$ cat src/rtl/ir_tx_pkg.sv
// rtl/ir_tx_pkg.sv - shared types and constants for the NEC infrared transmitter
package ir_tx_pkg;

    typedef enum logic [2:0] {
        ST_IDLE,
        ST_LEAD_MARK,
        ST_LEAD_SPACE,
        ST_BIT_MARK,
        ST_BIT_SPACE,
        ST_STOP_MARK
    } ir_state_t;

    localparam logic [1:0] ADDR_DATA = 2'd0;
    localparam logic [1:0] ADDR_CTRL = 2'd1;

    // CTRL write bits
    localparam int CTRL_START    = 0;
    localparam int CTRL_CLR_DONE = 1;
    localparam int CTRL_IRQ_EN   = 2;

    // NEC durations in time units
    localparam logic [4:0] LEAD_MARK_U  = 5'd16;
    localparam logic [4:0] LEAD_SPACE_U = 5'd8;
    localparam logic [4:0] BIT_MARK_U   = 5'd1;
    localparam logic [4:0] ZERO_SPACE_U = 5'd1;
    localparam logic [4:0] ONE_SPACE_U  = 5'd3;
    localparam logic [4:0] STOP_U       = 5'd1;

    // Number of time units spent in a state; bit_val only matters for BIT_SPACE.
    function automatic logic [4:0] state_units(input ir_state_t st, input logic bit_val);
        case (st)
            ST_LEAD_MARK:  state_units = LEAD_MARK_U;
            ST_LEAD_SPACE: state_units = LEAD_SPACE_U;
            ST_BIT_MARK:   state_units = BIT_MARK_U;
            ST_BIT_SPACE:  state_units = bit_val ? ONE_SPACE_U : ZERO_SPACE_U;
            ST_STOP_MARK:  state_units = STOP_U;
            default:       state_units = 5'd1;
        endcase
    endfunction

    function automatic logic is_mark(input ir_state_t st);
        is_mark = (st == ST_LEAD_MARK) || (st == ST_BIT_MARK) || (st == ST_STOP_MARK);
    endfunction

endpackage

$ cat src/rtl/ir_tx_carrier.sv
// rtl/ir_tx_carrier.sv - carrier period counter with high-half output
// Ports: clk, reset_n (sync, active low), enable (count while high),
//        restart (zero the counter, has priority), carrier_high (first half of period).
module ir_tx_carrier #(
    parameter int CARRIER_DIV = 1316,
    parameter int CNT_W       = 16
) (
    input  logic clk,
    input  logic reset_n,
    input  logic enable,
    input  logic restart,
    output logic carrier_high
);

    localparam logic [CNT_W-1:0] LAST = CNT_W'(CARRIER_DIV - 1);
    localparam logic [CNT_W-1:0] HALF = CNT_W'(CARRIER_DIV / 2);
    localparam logic [CNT_W-1:0] ONE  = CNT_W'(1);

    logic [CNT_W-1:0] cnt;

    always_ff @(posedge clk) begin
        if (!reset_n) begin
            cnt <= '0;
        end else if (restart) begin
            cnt <= '0;
        end else if (enable) begin
            cnt <= (cnt == LAST) ? '0 : cnt + ONE;
        end
    end

    assign carrier_high = (cnt < HALF);

endmodule

$ cat src/rtl/ir_tx_nec.sv
// rtl/ir_tx_nec.sv - Avalon-MM slave sending one 32-bit NEC IR frame per start
// Ports: clk, reset_n (sync, active low), address/write/writedata/read (bus slave),
//        readdata (registered read mux), ir_out (carrier-modulated LED drive),
//        irq (only when IR_TX_IRQ_EN is defined: done & irq_en, registered).
// Registers: 0 DATA (rw frame word, LSB first); 1 CTRL write {irq_en, clr_done, start},
//            STATUS read {irq_en, done, busy}; 2..3 read as zero.
module ir_tx_nec
    import ir_tx_pkg::*;
#(
    parameter int UNIT_CYCLES = 28125,
    parameter int CARRIER_DIV = 1316,
    parameter int CNT_W       = 16
) (
    input  logic        clk,
    input  logic        reset_n,
    input  logic [1:0]  address,
    input  logic        write,
    input  logic [31:0] writedata,
    input  logic        read,
    output logic [31:0] readdata,
    output logic        ir_out
`ifdef IR_TX_IRQ_EN
    ,
    output logic        irq
`endif
);

    localparam logic [CNT_W-1:0] UNIT_LAST = CNT_W'(UNIT_CYCLES - 1);
    localparam logic [CNT_W-1:0] UNIT_ONE  = CNT_W'(1);

    ir_state_t        state;
    logic [31:0]      data_reg;
    logic [31:0]      shift_reg;
    logic [4:0]       bit_idx;
    logic [4:0]       unit_num;
    logic [CNT_W-1:0] unit_cnt;
    logic             done;
    logic             irq_en;

    logic ctrl_wr, start_go, unit_wrap, state_end, in_mark, enter_mark, carrier_high;

    // The read strobe is not needed: readdata tracks the address every cycle.
    logic unused_read;
    assign unused_read = read;

    always_comb begin
        ctrl_wr    = write && (address == ADDR_CTRL);
        start_go   = ctrl_wr && writedata[CTRL_START] && (state == ST_IDLE);
        unit_wrap  = (unit_cnt == UNIT_LAST);
        state_end  = unit_wrap && (unit_num == state_units(state, shift_reg[0]) - 5'd1);
        in_mark    = is_mark(state);
        // Every mark is entered either from IDLE or from the end of a space.
        enter_mark = start_go ||
                     (state_end && ((state == ST_LEAD_SPACE) || (state == ST_BIT_SPACE)));
    end

    ir_tx_carrier #(
        .CARRIER_DIV(CARRIER_DIV),
        .CNT_W      (CNT_W)
    ) u_carrier (
        .clk         (clk),
        .reset_n     (reset_n),
        .enable      (in_mark),
        .restart     (enter_mark),
        .carrier_high(carrier_high)
    );

    always_ff @(posedge clk) begin
        if (!reset_n) begin
            state     <= ST_IDLE;
            data_reg  <= '0;
            shift_reg <= '0;
            bit_idx   <= '0;
            unit_num  <= '0;
            unit_cnt  <= '0;
            done      <= 1'b0;
            irq_en    <= 1'b0;
            readdata  <= '0;
            ir_out    <= 1'b0;
`ifdef IR_TX_IRQ_EN
            irq       <= 1'b0;
`endif
        end else begin
            ir_out <= in_mark && carrier_high;

            if (write && (address == ADDR_DATA)) begin
                data_reg <= writedata;
            end
            if (ctrl_wr) begin
                irq_en <= writedata[CTRL_IRQ_EN];
            end
            // Completion beats a same-cycle clear.
            if ((state == ST_STOP_MARK) && state_end) begin
                done <= 1'b1;
            end else if (ctrl_wr && writedata[CTRL_CLR_DONE]) begin
                done <= 1'b0;
            end

            case (address)
                ADDR_DATA: readdata <= data_reg;
                ADDR_CTRL: readdata <= {29'd0, irq_en, done, (state != ST_IDLE)};
                default:   readdata <= '0;
            endcase

`ifdef IR_TX_IRQ_EN
            irq <= done && irq_en;
`endif

            if (state == ST_IDLE) begin
                unit_cnt <= '0;
                unit_num <= '0;
                if (start_go) begin
                    state     <= ST_LEAD_MARK;
                    shift_reg <= data_reg;
                    bit_idx   <= '0;
                end
            end else if (state_end) begin
                unit_cnt <= '0;
                unit_num <= '0;
                case (state)
                    ST_LEAD_MARK:  state <= ST_LEAD_SPACE;
                    ST_LEAD_SPACE: state <= ST_BIT_MARK;
                    ST_BIT_MARK:   state <= ST_BIT_SPACE;
                    ST_BIT_SPACE: begin
                        shift_reg <= shift_reg >> 1;
                        bit_idx   <= bit_idx + 5'd1;
                        state     <= (bit_idx == 5'd31) ? ST_STOP_MARK : ST_BIT_MARK;
                    end
                    default:       state <= ST_IDLE;
                endcase
            end else begin
                unit_cnt <= unit_wrap ? '0 : unit_cnt + UNIT_ONE;
                if (unit_wrap) begin
                    unit_num <= unit_num + 5'd1;
                end
            end
        end
    end

endmodule
$ cat config.mk
export PLATFORM = sky130hd
export DESIGN_NAME = ir_tx_nec
export DESIGN_NICKNAME = d
export VERILOG_FILES = /design/src/rtl/ir_tx_pkg.sv /design/src/rtl/ir_tx_carrier.sv /design/src/rtl/ir_tx_nec.sv
export SDC_FILE = /design/constraint.sdc
export NUM_CORES = 1
export LEC_CHECK = 0
export BUFFER_PORTS_ARGS = -buffer_cell sky130_fd_sc_hd__clkbuf_2
export CORE_ASPECT_RATIO = 1.75
export CORE_UTILIZATION = 55
export CTS_CLUSTER_DIAMETER = 50
export CTS_CLUSTER_SIZE = 10
export DETAILED_ROUTE_END_ITERATION = 10
export GPL_TIMING_DRIVEN = 0
export MAX_ROUTING_LAYER = met4
export PLACE_DENSITY = 0.74
export SYNTH_ARGS = -nofsm -noshare
export SYNTH_HDL_FRONTEND = slang
export SYNTH_HIERARCHICAL = 1
export SYNTH_SLANG_ARGS = --single-unit
$ cat constraint.sdc
create_clock -name clk -period 4.5 [get_ports clk]
set_clock_uncertainty 0.2 [all_clocks]
set_input_delay 0.225 -clock clk [delete_from_list [all_inputs] [get_ports clk]]
set_output_delay 0.225 -clock clk [all_outputs]
set_load 0.1 [all_outputs]
**Word level (Yosys, flattened, before mapping)**

Index checks and enable logic that the tools add are counted.
W data, S select, Z words.

- Register bits after elaboration: 144
- Input bits: 38

- Equality and inequality tests: 11
- Muxes and demuxes: 19
- $lt $le $gt $ge: 1
- Bitwise gates (word level): 1
- Add/sub/neg operators: 5
- Reduce and logical (&&, ||, !) cells: 24

Operator list:

| operator | count |
|---|---|
| $mux W32 | 4 |
| $pmux W32 S2 | 1 |
| $add A16 B1 Y16 const B | 2 |
| $mux W5 | 4 |
| $eq A16 B11 Y1 const B | 1 |
| $eq A16 B15 Y1 const B | 1 |
| $lt A16 B10 Y1 const B | 1 |
| $mux W16 | 1 |
| $pmux W5 S3 | 1 |
| $mux W3 | 4 |
| $pmux W3 S4 | 1 |
| $add A5 B1 Y5 const B | 2 |
| $logic_and A1 B1 Y1 | 9 |
| $eq A3 B2 Y1 const B | 2 |
| $eq A3 B3 Y1 const B | 2 |
| $reduce_bool A2 Y1 | 3 |
| $eq A5 B5 Y1 | 1 |
| $eq A5 B5 Y1 const B | 1 |
| $sub A5 B1 Y5 const B | 1 |
| $logic_or A1 B1 Y1 | 4 |
| $reduce_or A4 Y1 | 1 |
| $eq A3 B1 Y1 const B | 1 |
| $logic_not A3 Y1 | 1 |
| $reduce_and A3 Y1 | 1 |
| other kinds (10) | 11 |

**Logic depth before layout (Yosys ltp)**

- Word-level depth: 8
- Gate-level depth with buffers: 13

**Modules after synthesis**

The synthesis kept the hierarchy.

Modules (own cells, without submodules):

| module | seq. area each (um^2) | cells an instance | instances | area each (um^2) |
|---|---|---|---|---|
| ir_tx_nec | 2,562.5 | 525 | 1 | 5,223.8 |
| ir_tx_carrier | 320.3 | 97 | 1 | 835.8 |

**Worst setup path after synthesis**

OpenSTA, ideal clock, no wires.

- Path kind: register to register
- Start point: register state[2]
- End point: register u_carrier.cnt[10]
- Buffers on the path: 3
- Required time: 4.183 ns
- Data arrival time: 2.822 ns
- Library setup time: 0.117 ns
- Slack: 1.361 ns
- Cell stages (with the launch flop): 14
- Cell sequence: dfxtp_1 -> buf_2 -> clkbuf_1 -> nand4bb_1 -> ha_1 -> ha_1 -> xnor2_1 -> nor3_1 -> nand4_1 -> o41ai_2 -> and2b_2 -> o21ai_2 -> buf_2 -> nor2_1

- Cells in the longest elaborated chain, start to end: 8
- Elaborated cells on any way between the ends: 17

Ends and longest elaborated chain:

| element | RTL line | text |
|---|---|---|
| from (decl) | ir_tx_nec.sv:31 | `ir_state_t state;` |
| from (signal assigned) | ir_tx_nec.sv:127 | `state <= (bit_idx == 5'd31) ? ST_STOP_MARK : ST_BIT_MARK;` |
| $eq A3 B3 Y1, or another cell as far along | ir_tx_pkg.sv:31, ir_tx_nec.sv:54 |  |
| $pmux W5 S3 | ir_tx_pkg.sv:31 | `case (st)` |
| $sub A5 B1 Y5 | ir_tx_nec.sv:50 | `state_end = unit_wrap && (unit_num == state_units(state, shift_reg[0]) - 5'd1);` |
| $eq A5 B5 Y1 | ir_tx_nec.sv:50 |  |
| $logic_and A1 B1 Y1 | ir_tx_nec.sv:50 |  |
| $logic_and A1 B1 Y1 | ir_tx_nec.sv:54 | `(state_end && ((state == ST_LEAD_SPACE) \|\| (state == ST_BIT_SPACE)));` |
| $logic_or A1 B1 Y1 * | ir_tx_nec.sv:53 | `enter_mark = start_go \|\|` |
| net enter_mark | ir_tx_nec.sv:40 | `logic ctrl_wr, start_go, unit_wrap, state_end, in_mark, enter_mark, carrier_high;` |
| $reduce_or A2 Y1 (no line) * | - |  |
| to (signal assigned) | ir_tx_carrier.sv:27 | `cnt <= (cnt == LAST) ? '0 : cnt + ONE;` |
| to (decl) | ir_tx_carrier.sv:19 | `logic [CNT_W-1:0] cnt;` |

Mark *: on every way through the listed nets, which the timed path passes. The rest lies on a longest branch.
A chain may end at the register's enable or synchronous reset.

**Worst setup path in the final report**

- Start point: register state[2]
- End point: register u_carrier.cnt[6]

The elaborated chain is that of the path after synthesis.

==> qor.txt <==
Hpwl dp -> 9.486 mm
CP delay by family, top -> simple AND/OR/NAND/NOR gates
Total negative setup slack -> 0 ps
Area Overhead vs Synth -> 23.29%
1st-iter DRT viols -> 183
Met1 wire length -> 5.269 mm
Rows -> 50
Synth Flop Type -> dfxtp_1
Vias in the first global route -> 4938
Syn_nets -> 668
Worst-Margin Slew -> 847.1 ps
Unrepaired setup endpoints after global routing -> false
Clock buffer count from CTS -> 17
Post-layout instance area -> 7471 um^2
GP Congestion -> 0.8470
Die X -> 81.35 um
Chip height -> 140.9 um
Crit-path max FO -> 10
Final setup violation count -> 0
Final wirelength -> 13.57 mm
Gr ovfl total -> 0
Fin crit share -> 0.8439
Pre-Repair DR Iteration Count -> 4
Post-placement cell count -> 820
Post-CTS Setup Bufs -> 0
Uppermost layer routed -> met4
CP max stage cell -> clkbuf_1
HP Start -> address[1]
Longest Clk Path Bufs -> 2
Pin count of the biggest net entering global routing -> 17
IO buf count -> 68
Power per cell area -> 373.7 nW/um^2
Htree depth -> 4
Seq pwr share -> 0.470
Tmin final -> 3798 ps
Final core occ -> 0.6984
CP max stage delay -> 420 ps
Async S/R FF share, synth -> 0
Crit. Startpoint -> state[2]
Worst r2r src -> state[2]
Peak VDD IR -> 294.1 uV
Power Internal -> 2.159 mW
Syn Inst Count -> 622
Met3 wire length -> 435 um
CP bufs+invs -> 3
Clk network pwr share -> 0.475
Vias/cell -> 5.514
Average size of a mapped cell -> 9.742 um^2
Yosys synthesis warning count -> 6
Comb power frac -> 0.055
Initial antenna violation count -> 0
Cells along the critical path -> buf_2 > clkbuf_1 > nand4bb_1 > ha_1 > ha_1 > xnor2_1 > nor3_1 > nand4_1 > o41ai_2 > and2b_2 > o21ai_2 > buf_2 > nor2_1
Critical Path RT -> 4600 ps
Leak pwr -> 2.922 nW
Vias after detailed routing -> 4885
CP Capture Type -> register
Status -> finished, final reports clean
First-pass GRT wire length -> 22.25 mm
Slew Viols, Final -> 0
FMAX -> 0.2633 GHz
Max-cap viol count -> 0
Drc violations -> 0
Clk sinks -> 144
Die ar. -> 11460 um^2
Initial core utilization -> 0.5664
Met2 wire len -> 7.344 mm
Post-route ant nets -> 0
Final hold violations -> 0
Tot GR Track Use -> 0.2602
Critical path type -> register to register
CORE AREA -> 10700 um^2
Avg WL per Cell -> 15.32 um
Clk slew on worst S/H paths -> 60 ps
Final nets -> 789
Ant diodes -> 0
Placed cell area -> 6563 um^2
Sequential fraction of the synthesis area -> 0.4757
Worst hold slack -> 25.04 ps
Sw Pwr -> 0.6328 mW
Critical Path Start Type -> register
Worst skew pair latency -> 410 ps
Worst Hold Class -> input port to register
Yosys cell types -> 53
Slew margin rel. -> 0.4340
Crit path arrival time -> 3890 ps
Post-synth EDFFs -> 0
Filler cells -> 793
Ports -> 71
Clock root buffer -> clkbuf_16
Final cell count without fillers -> 886
Cell Area, Synth -> 6060 um^2
Seq cells post-synth -> 144
Switch share -> 0.2267
CTS tree -> done
Share of cells above drive strength 1 -> 0.2156
-- power groups by stage --
stage                     Clock [mW]  Combinational (mW)  Sequential, mW
after floorplan                    0              0.0724            1.35
after global placement             0               0.126            1.34
after detailed placement           0               0.130            1.34
after CTS                       1.35               0.154            1.31
after global routing            1.41               0.168            1.31
final                           1.33               0.154            1.31
-- through the flow --
stage               power [mW]  setup slack (ps)
floorplan                1.423              1361
global placement         1.464             845.5
detailed placement       1.468             743.1
CTS                      2.810             731.0
global route             2.886             322.7
finish                   2.792             702.5
-- per-layer routing --
| layer | up-vias | global-route usage |
|---|---|---|
| met5 | - | - |
| met4 | 0 | 0.1504 |
| met3 | 46 | 0.05825 |
| met2 | 116 | 0.4461 |
| met1 | 2310 | 0.2624 |
| li1 | 2413 | - |
-- layout by cell type (no fill, tap or decap), types with 4 or more instances in the layout --
cell           netlist  layout
nand2_1             80      80
nor3b_1              5       5
mux2_2              31      31
nand4_1             12      12
clkbuf_16            0      17
a21boi_0            35      35
o221a_1             30      30
buf_2               12      12
buf_6                6       6
nor4_1               7       7
nand3_1             25      25
ha_1                 8       8
a21oi_1              6       6
nor3_1               9       9
o21a_1               4       4
dfxtp_1            144     144
clkbuf_2             0      68
dlygate4sd3_1        0      34
and3_1               9       9
xnor2_1             20      20
xor2_1              20      20
clkinv_4             0       4
inv_1                7       7
clkbuf_1            26      27
and2_1              30      30
mux2i_1              4       4
nor2_1              49      49
-- timing repair --
| action | 4_1_cts | 5_1_grt |
|---|---|---|
| endpoints found under the hold margin | 37 | 0 |
| hold buffers | 34 | 0 |
| resized for setup | 0 | 0 |
-- worst reg2reg max path, delay by kind of cell, from the launching register on --
family	cells	cell delay [ps]
simple gates	5	1130
flops	1	300
buf+inv	3	900
xor+xnor	1	150
fa+ha+maj	2	560
compound gates	2	450
-- cells by family after synthesis --
family | count (synthesis) | synth area share
muxes | 35 | 0.06422
DFF | 144 | 0.4757
adders and majority gates | 8 | 0.01652
AOI/OAI and AO/OA | 91 | 0.1295
buffers and inverters | 52 | 0.04274
xor gates and xnor gates | 40 | 0.05782
and+or+nand+nor | 252 | 0.2135
-- cells in the mapped netlist, drive strengths merged, types with 2 or more instances --
| library cell | count | share of area |
|---|---|---|
| dfxtp | 144 | 0.48 |
| nand2 | 80 | 0.050 |
| nor2 | 50 | 0.031 |
| a21boi | 35 | 0.043 |
| mux2 | 31 | 0.058 |
| o221a | 31 | 0.058 |
| and2 | 30 | 0.031 |
| clkbuf | 26 | 0.016 |
| nand3 | 26 | 0.024 |
| xnor2 | 20 | 0.029 |
| xor2 | 20 | 0.029 |
| buf | 19 | 0.022 |
| nand4 | 13 | 0.014 |
| and3 | 10 | 0.011 |
| nor3 | 9 | 0.0074 |
| nor4 | 9 | 0.013 |
| ha | 8 | 0.017 |
| inv | 7 | 0.0043 |
| a21oi | 6 | 0.0050 |
| nor3b | 5 | 0.0062 |
| o21ai | 5 | 0.0047 |
| mux2i | 4 | 0.0066 |
| o21a | 4 | 0.0050 |
| and4 | 3 | 0.0043 |
| nor2b | 3 | 0.0031 |
| o31ai | 3 | 0.0037 |
| or3 | 3 | 0.0031 |
| or3b | 3 | 0.0043 |
| o22ai | 2 | 0.0021 |
-- final timing paths --
| kind | end | slack, ps | depth (start not counted) |
|---|---|---|---|
| worst min-delay path | readdata[1] | 30 | 3 |
| worst min register to register | data_reg[17] | 280 | 2 |
| worst max-delay path | u_carrier/cnt[6] | 700 | 13 |
| worst max register to register | u_carrier/cnt[6] | 700 | 13 |
-- layout make-up --
cell class / instances / area (um^2) / share of cell area
buffer: 45 / 232.7 / 0.03115
clock buffer: 20 / 456.7 / 0.06113
clock inverter: 12 / 111.4 / 0.01491
inverter: 7 / 26.28 / 0.003517
multi-input combinational: 426 / 2918 / 0.3906
sequential: 144 / 2883 / 0.3859
tap: 130 / 162.7 / 0.02177
timing repair buffer: 102 / 680.7 / 0.09111
Note: power is estimated with default switching activity, not from simulation.
